<file path="src/rtl/sq_freq_meter_if.sv">
// Result bundle of the square-wave meter: per-window edge count and per-edge period.
// The meter drives it through the master modport; consumers read it through slave.
interface sq_freq_meter_if #(
    parameter int COUNT_W  = 16,
    parameter int PERIOD_W = 16
);
    logic [COUNT_W-1:0]  meas_count;
    logic                meas_overflow;
    logic                meas_nosig;
    logic                meas_valid;
    logic [PERIOD_W-1:0] period_cycles;
    logic                period_valid;

    modport master (
        output meas_count,
        output meas_overflow,
        output meas_nosig,
        output meas_valid,
        output period_cycles,
        output period_valid
    );

    modport slave (
        input meas_count,
        input meas_overflow,
        input meas_nosig,
        input meas_valid,
        input period_cycles,
        input period_valid
    );
endinterface

</file>
<file path="src/rtl/sq_freq_meter.sv">
// Measures an asynchronous square wave: rising edges per fixed gate window and
// clk cycles between consecutive rising edges.
//
// Period tracker states:
//   state    | meaning
//   NO_EDGE  | no rising edge seen since reset/enable; nothing to time from
//   TIMING   | counting cycles since the last rising edge
module sq_freq_meter #(
    parameter int GATE_CYCLES = 240000,
    parameter int COUNT_W     = 16,
    parameter int PERIOD_W    = 16,
    parameter int SYNC_STAGES = 2
) (
    input  logic             clk,
    input  logic             rst,
    input  logic             en,
    input  logic             sq_in,
    sq_freq_meter_if.master  res
);
    localparam int                  GATE_W     = $clog2(GATE_CYCLES);
    localparam logic [GATE_W-1:0]   GATE_LAST  = GATE_W'(GATE_CYCLES - 1);
    localparam logic [COUNT_W-1:0]  COUNT_MAX  = '1;
    localparam logic [PERIOD_W-1:0] PERIOD_MAX = '1;

    localparam logic [0:0] NO_EDGE = 1'b0;
    localparam logic [0:0] TIMING  = 1'b1;

    logic [SYNC_STAGES-1:0] sync_q;
    logic                   prev_q;
    logic                   rise;

    logic [GATE_W-1:0]      gate_cnt;
    logic                   terminal;

    logic [COUNT_W-1:0]     edge_cnt;
    logic [COUNT_W-1:0]     edge_next;
    logic                   sat_q;
    logic                   sat_next;

    logic [0:0]             state_q;
    logic [PERIOD_W-1:0]    pcnt;

    // Synchronizer keeps running while disabled so a fresh enable sees a settled level.
    always_ff @(posedge clk) begin
        if (rst) begin
            sync_q <= '0;
            prev_q <= 1'b0;
        end else begin
            sync_q <= {sync_q[SYNC_STAGES-2:0], sq_in};
            prev_q <= sync_q[SYNC_STAGES-1];
        end
    end

    assign rise     = sync_q[SYNC_STAGES-1] & ~prev_q;
    assign terminal = (gate_cnt == GATE_LAST);

    always_ff @(posedge clk) begin
        if (rst || !en) begin
            gate_cnt <= '0;
        end else if (terminal) begin
            gate_cnt <= '0;
        end else begin
            gate_cnt <= gate_cnt + 1'b1;
        end
    end

    // A rise on the terminal cycle still belongs to the window being closed.
    always_comb begin
        edge_next = edge_cnt;
        if (rise && (edge_cnt != COUNT_MAX)) begin
            edge_next = edge_cnt + 1'b1;
        end
        sat_next = sat_q | (edge_next == COUNT_MAX);
    end

    always_ff @(posedge clk) begin
        if (rst) begin
            edge_cnt          <= '0;
            sat_q             <= 1'b0;
            res.meas_count    <= '0;
            res.meas_overflow <= 1'b0;
            res.meas_nosig    <= 1'b0;
            res.meas_valid    <= 1'b0;
        end else if (!en) begin
            edge_cnt       <= '0;
            sat_q          <= 1'b0;
            res.meas_valid <= 1'b0;
        end else if (terminal) begin
            res.meas_count    <= edge_next;
            res.meas_overflow <= sat_next;
            res.meas_nosig    <= (edge_next == '0);
            res.meas_valid    <= 1'b1;
            edge_cnt          <= '0;
            sat_q             <= 1'b0;
        end else begin
            edge_cnt       <= edge_next;
            sat_q          <= sat_next;
            res.meas_valid <= 1'b0;
        end
    end

    // pcnt starts at 1 on a rise so a gap of N clk between rises reports N.
    always_ff @(posedge clk) begin
        if (rst) begin
            state_q           <= NO_EDGE;
            pcnt              <= '0;
            res.period_cycles <= '0;
            res.period_valid  <= 1'b0;
        end else if (!en) begin
            state_q          <= NO_EDGE;
            pcnt             <= '0;
            res.period_valid <= 1'b0;
        end else begin
            res.period_valid <= 1'b0;
            case (state_q)
                NO_EDGE: begin
                    if (rise) begin
                        state_q <= TIMING;
                        pcnt    <= PERIOD_W'(1);
                    end
                end
                TIMING: begin
                    if (rise) begin
                        res.period_cycles <= pcnt;
                        res.period_valid  <= 1'b1;
                        pcnt              <= PERIOD_W'(1);
                    end else if (pcnt != PERIOD_MAX) begin
                        pcnt <= pcnt + 1'b1;
                    end
                end
            endcase
        end
    end
endmodule

</file>
<file path="src/flat_wrapper.sv">
// flat-port wrapper written by rule: the top's interface ports become plain ports
module sq_freq_meter_flat 
#(
    parameter int GATE_CYCLES = 240000,
    parameter int COUNT_W     = 16,
    parameter int PERIOD_W    = 16,
    parameter int SYNC_STAGES = 2
)
  (clk, rst, en, sq_in, res_meas_count, res_meas_overflow, res_meas_nosig, res_meas_valid, res_period_cycles, res_period_valid);
  sq_freq_meter_if #(.COUNT_W(COUNT_W), .PERIOD_W(PERIOD_W)) res_i ();
  input  logic clk;
  input  logic rst;
  input  logic en;
  input  logic sq_in;
  output wire logic [$bits(res_i.meas_count)-1:0] res_meas_count;
  output wire logic [$bits(res_i.meas_overflow)-1:0] res_meas_overflow;
  output wire logic [$bits(res_i.meas_nosig)-1:0] res_meas_nosig;
  output wire logic [$bits(res_i.meas_valid)-1:0] res_meas_valid;
  output wire logic [$bits(res_i.period_cycles)-1:0] res_period_cycles;
  output wire logic [$bits(res_i.period_valid)-1:0] res_period_valid;
  assign res_meas_count = res_i.meas_count;
  assign res_meas_overflow = res_i.meas_overflow;
  assign res_meas_nosig = res_i.meas_nosig;
  assign res_meas_valid = res_i.meas_valid;
  assign res_period_cycles = res_i.period_cycles;
  assign res_period_valid = res_i.period_valid;
  sq_freq_meter #(.GATE_CYCLES(GATE_CYCLES), .COUNT_W(COUNT_W), .PERIOD_W(PERIOD_W), .SYNC_STAGES(SYNC_STAGES)) u_core (.clk(clk), .rst(rst), .en(en), .sq_in(sq_in), .res(res_i));
endmodule
</file>
<file path="config.mk">
export PLATFORM = sky130hd
export DESIGN_NAME = sq_freq_meter_flat
export DESIGN_NICKNAME = d
export VERILOG_FILES = /design/src/rtl/sq_freq_meter_if.sv /design/src/rtl/sq_freq_meter.sv /design/src/flat_wrapper.sv
export SDC_FILE = /design/constraint.sdc
export NUM_CORES = 1
export LEC_CHECK = 0
export ABC_AREA = 1
export CAP_MARGIN = 5
export CELL_PAD_IN_SITES_DETAIL_PLACEMENT = 0
export CELL_PAD_IN_SITES_GLOBAL_PLACEMENT = 1
export CORE_UTILIZATION = 44
export DETAILED_ROUTE_END_ITERATION = 6
export GPL_TIMING_DRIVEN = 0
export PLACE_DENSITY_LB_ADDON = 0.1
export RECOVER_POWER = 100
export SYNTH_ARGS = -nofsm -noshare
export SYNTH_HDL_FRONTEND = slang
export SYNTH_SLANG_ARGS = --single-unit
</file>
<file path="constraint.sdc">
create_clock -name clk -period 3 [get_ports clk]
set_clock_uncertainty 0.1 [all_clocks]
set_input_delay 0.45 -clock clk [delete_from_list [all_inputs] [get_ports clk]]
set_output_delay 0.45 -clock clk [all_outputs]
set_load 0.005 [all_outputs]
</file>
; ---- Yosys cells after proc, flatten, opt, wreduce, memory -nomap -nowiden
; Index checks and enable logic that the tools add are counted.
[word_totals]
ff_bits = 91
latch_bits = 0
ramBits = 0
romBits = 0
out_inout_bits = 36
word_cells = 46
mem_count = 0
[op_classes]
n_addsub = 3
multipliers = 0
div = 0
magnitude_cmp = 0
n_eq_ne = 6
shift = 0
muxes = 8
bitwise = 5
reduce_logical = 11
[op_table]
columns = op, n
row1 = $mux W16, 4
row2 = $add A16 B1 Y16 const B, 2
row3 = $ne A16 B16 Y1 const B, 2
row4 = $pmux W16 S2, 1
row5 = $add A18 B1 Y18 const B, 1
row6 = $eq A18 B18 Y1 const B, 1
row7 = $eq A16 B16 Y1 const B, 1
row8 = $logic_not A16 Y1, 1
row9 = $reduce_or A3 Y1, 2
row10 = $reduce_and A2 Y1, 2
row11 = $reduce_or A2 Y1, 2
row12 = $mux W1, 3
row13 = $ne A3 B2 Y1 const B, 1
row14 = $not A1 Y1, 3
row15 = $reduce_and A3 Y1, 1
row16 = $ne A2 B1 Y1 const B, 1
row17 = $and A1 B1 Y1, 1
row18 = $logic_and A1 B1 Y1, 1
row19 = $logic_not A1 Y1, 1
row20 = $logic_or A1 B1 Y1, 1
row21 = $or A1 B1 Y1, 1

; ---- Logic depth before layout (Yosys ltp)
[depth]
ltp_word = 6
ltp_mapped = 16

; ---- Least setup slack after synthesis
; Ideal clock, no wire load.
[synth_timing]
path_type = register to register
startpoint = register u_core.pcnt[0]
endpoint = register u_core.pcnt[9]
arrival_ps = 1630
required_time_ps = 2785
slack_ps = 1156
path_stages_with_launch = 13
n_path_buf = 1
period_less_slack_ps = 1844
path_cell_list = dfxtp_1 -> ha_1 -> nand3_2 -> nor2_1 -> nand2_1 -> nor2_2 -> nand2_1 -> nor2_2 -> nand3_2 -> nand2_2 -> buf_6 -> nor3_1 -> o21a_1
[synth_between]
elab_chain_cells = 4
word_cells_on_any_way = 7
classes_between = add/sub: 1 / eq/ne: 2 / mux: 3 / reduce/logical: 1
[synth_lines]
columns = item, line
row1 = start: declaration, sq_freq_meter.sv:41  ; logic [PERIOD_W-1:0] pcnt;
row2 = start signal: assignment, sq_freq_meter.sv:128  ; pcnt <= pcnt + 1'b1;
row3 = $add A16 B1 Y16, sq_freq_meter.sv:128
row4 = $mux W16, sq_freq_meter.sv:127  ; end else if (pcnt != PERIOD_MAX) begin
row5 = $mux W16, sq_freq_meter.sv:123  ; if (rise) begin
row6 = $pmux W16 S2, sq_freq_meter.sv:115  ; case (state_q)
; Several ways; a longest one is shown, not always the timed one. The select of a mux whose other input is x is not followed.
; A chain may end at the register's enable or synchronous reset.

; ---- Final worst setup path
[layout_timing]
startpoint = register u_core.pcnt[0]
endpoint = register u_core.pcnt[3]
; The elaborated chain is that of the path after synthesis.

==> flow_metrics.tcl <==
set metrics [dict create \
    setup_viol 0 \
    ys.flop_type "dfxtp_1" \
    gp_congestion 0.848 \
    power.density_nw_per_um2 465 \
    cts_buffer_depth 2 \
    cap_violations 0 \
    viasPerCell 5.14 \
    core-area_um2 8890 \
    drive_gt1_frac 0.0685 \
    crit_fanout 10 \
    finalCritPeriodShare 0.834 \
    endpoint "u_core.pcnt[3]" \
    synth_compound_gate_area_share 0.136 \
    wl_per_cell_um 13.4 \
    path_class "flip-flop to flip-flop" \
    layout_commonest_cell "nand2_1" \
    reg2reg_from "u_core.pcnt[0]" \
    synth_seq_area_share 0.441 \
    drc 0 \
    grt_pass1_vias 3663 \
    yosysWarningCount 0 \
    synthSimpleGateAreaFrac 0.322 \
    ys_seq_elements 91 \
    yosysTopAreaCellShare 0.441 \
    drt_iter0_drc 114 \
    relSlewSlack 0.562 \
    die_area_um2 9780 \
    clkLatencyLatePin_ns 0.36 \
    finalHoldViolCount 0 \
    synthXorXnorAreaFrac 0.00636 \
    synth_top_area_cell "dfxtp_1" \
    worstRegToRegCells 13 \
    grt-ovfl-total 0 \
    synth_area_um2 4130 \
    ir_drop_uv 250 \
    clock-sinks 91 \
    start_util 0.464 \
    clkTransAtPathRegs_ns 0.09 \
    final_util 0.544 \
    critPathLaunch "u_core.pcnt[0]" \
    cts_resized 0 \
    cts_setup_buffers 0 \
    status "finished, final reports clean" \
    hpwl_mm 7.53 \
    cts_tree "yes" \
    antenna_found_initial 0 \
    synthCells 588 \
    grt_first_pass_wirelength_mm 17.3 \
    grt_max_degree 17 \
    synthMuxAreaShare 0 \
    fmax_mhz 400 \
    cp.required_ns 3.14 \
    syn_avg_cell_area_um2 7.02 \
    hold_buffers 0 \
    ios 40 \
    r2r_end "u_core.pcnt[3]" \
    hold_class "flip-flop to flip-flop" \
    synth_cell_type_count 33 \
    async_flop_share 0 \
    htreeDepth 3 \
    synthAdderAreaFrac 0.00909 \
    dieHeight_um 98.9 \
    rsz0062_at_grt "false" \
    worst-r2r-setup-slack_ns 0.50 \
    critPathLaunchType "flip-flop" \
    area_growth_pct 17.2 \
    antennaDiodeCount 0 \
    grt_usage 0.225 \
    drv_slew 0 \
    synth_top_family_by_area "simple AND/OR/NAND/NOR gates" \
    final_cell_mix "nand2_1, nor2_1, dfxtp_1" \
    finalNetCount 644 \
    cp.arrival_ns 2.64 \
    synth_edf_count 0 \
    tightest_slew_ns 0.654 \
    drt_first_pass_iters 5 \
    crit_path_end_kind "flip-flop" \
    num_rows 34 \
    cts_buffers 9 \
    fp.dieW_um 98.9 \
    period_minus_slack_ns 2.50 \
    drt-total-wl_mm 10.0 \
    finalSetupTns_ns 0 \
    clock-root-buffer "clkbuf_8" \
    leakage_nw 1.88 \
    ant_nets 0 \
    via_count 3852 \
    port_buffers 38 \
    synth_nets 595 \
    synthTopCellsByArea "dfxtp_1, nand2_1, nor2_1, inv_1, a21oi_1" \
]
-- state kept, by name, summed over array words and instances (netlist names), 2 cells and up --
name / flops
u_core.gate_cnt: 18
u_core.pcnt: 16
u_core.res.period_cycles: 16
u_core.res.meas_count: 16
u_core.edge_cnt: 16
u_core.sync_q: 2
-- Yosys cell counts (2+ instances only) --
cell type,instances
nor2_1,88
nor2_2,10
o21ai_0,41
nor3_2,3
clkbuf_1,7
nor3_1,21
dfxtp_1,91
nand3_1,31
nand2_1,113
nor2_4,4
inv_1,71
nand3_2,2
nor4_1,2
o21a_1,2
ha_1,3
xor2_1,3
o21ai_1,4
nand4_1,9
buf_2,4
a21oi_1,53
nand2_2,9
buf_6,2
o211ai_1,3
inv_2,3
-- layout make-up --
type / instances / area (um^2)
inverters: 75 / 282
clock inverters: 6 / 96.3
flip-flops and latches: 91 / 1820
plain buffers: 13 / 61.3
multi-input cells: 409 / 1930
repair buffers: 38 / 380
well taps: 108 / 135
fillers: 919 / 4050
clock buffers: 10 / 138
-- cell families (layout without fill, tap and decap cells) --
family	count (synthesis)	in the layout
buf+inv	88	142
xor+xnor	3	3
simple gates	296	296
fa+ha+maj	3	3
flops	91	91
compound gates	107	107
-- routing by layer --
| metal | GRT usage | share of wire |
|---|---|---|
| met5 | 0 | 0 |
| met4 | 0.106 | 0.026 |
| met3 | 0.0305 | 0.028 |
| met2 | 0.384 | 0.49 |
| met1 | 0.281 | 0.46 |
-- through the flow --
stage / setup slack [ns] / cells / area [um^2] / hold WS, ns / power (mW)
final: 0.498 / 750 / 4840 / 0.304 / 2.25
after global routing: 0.248 / 750 / 4840 / 0.345 / 2.34
after CTS: 0.696 / 750 / 4880 / 0.308 / 2.27
after detailed placement: 0.327 / 734 / 4640 / 0.294 / 1.31
after global placement: 0.302 / 734 / 4640 / 0.289 / 1.31
after floorplan: 1.16 / 588 / 4130 / 0.288 / 1.29
-- how the worst min path moves through the flow --
stage / start / endpoint / slack [ns] / depth (start not counted)
final: u_core.sync_q[0] / u_core.sync_q[1] / 0.30 / 2
after global routing: u_core.sync_q[0] / u_core.sync_q[1] / 0.35 / 2
after CTS: u_core.sync_q[0] / u_core.sync_q[1] / 0.31 / 2
after detailed placement: u_core.sync_q[0] / u_core.sync_q[1] / 0.29 / 2
after global placement: u_core.sync_q[0] / u_core.sync_q[1] / 0.29 / 2
after floorplan: u_core.sync_q[0] / u_core.sync_q[1] / 0.29 / 2
-- where the power goes --
group	leakage, nW	internal, mW	switching [mW]
Sequential	0.734	1.21	0.00290
Combinational	1.03	0.0163	0.0471
Clock	0.115	0.503	0.468
Total	1.88	1.73	0.519
-- critical path, stage by stage (launching register included) --
cell      delay [ns]
dfxtp_1         0.40
ha_1            0.22
nand3_1         0.13
nor2_1          0.11
nand2_1         0.07
nor2_1          0.18
nand2_1         0.11
nor2_2          0.13
nand3_2         0.11
nand2_1         0.16
clkbuf_1        0.40
nor2_1          0.08
o21ai_1         0.14
a21oi_1         0.05
Power figures use the tool's default switching activity.
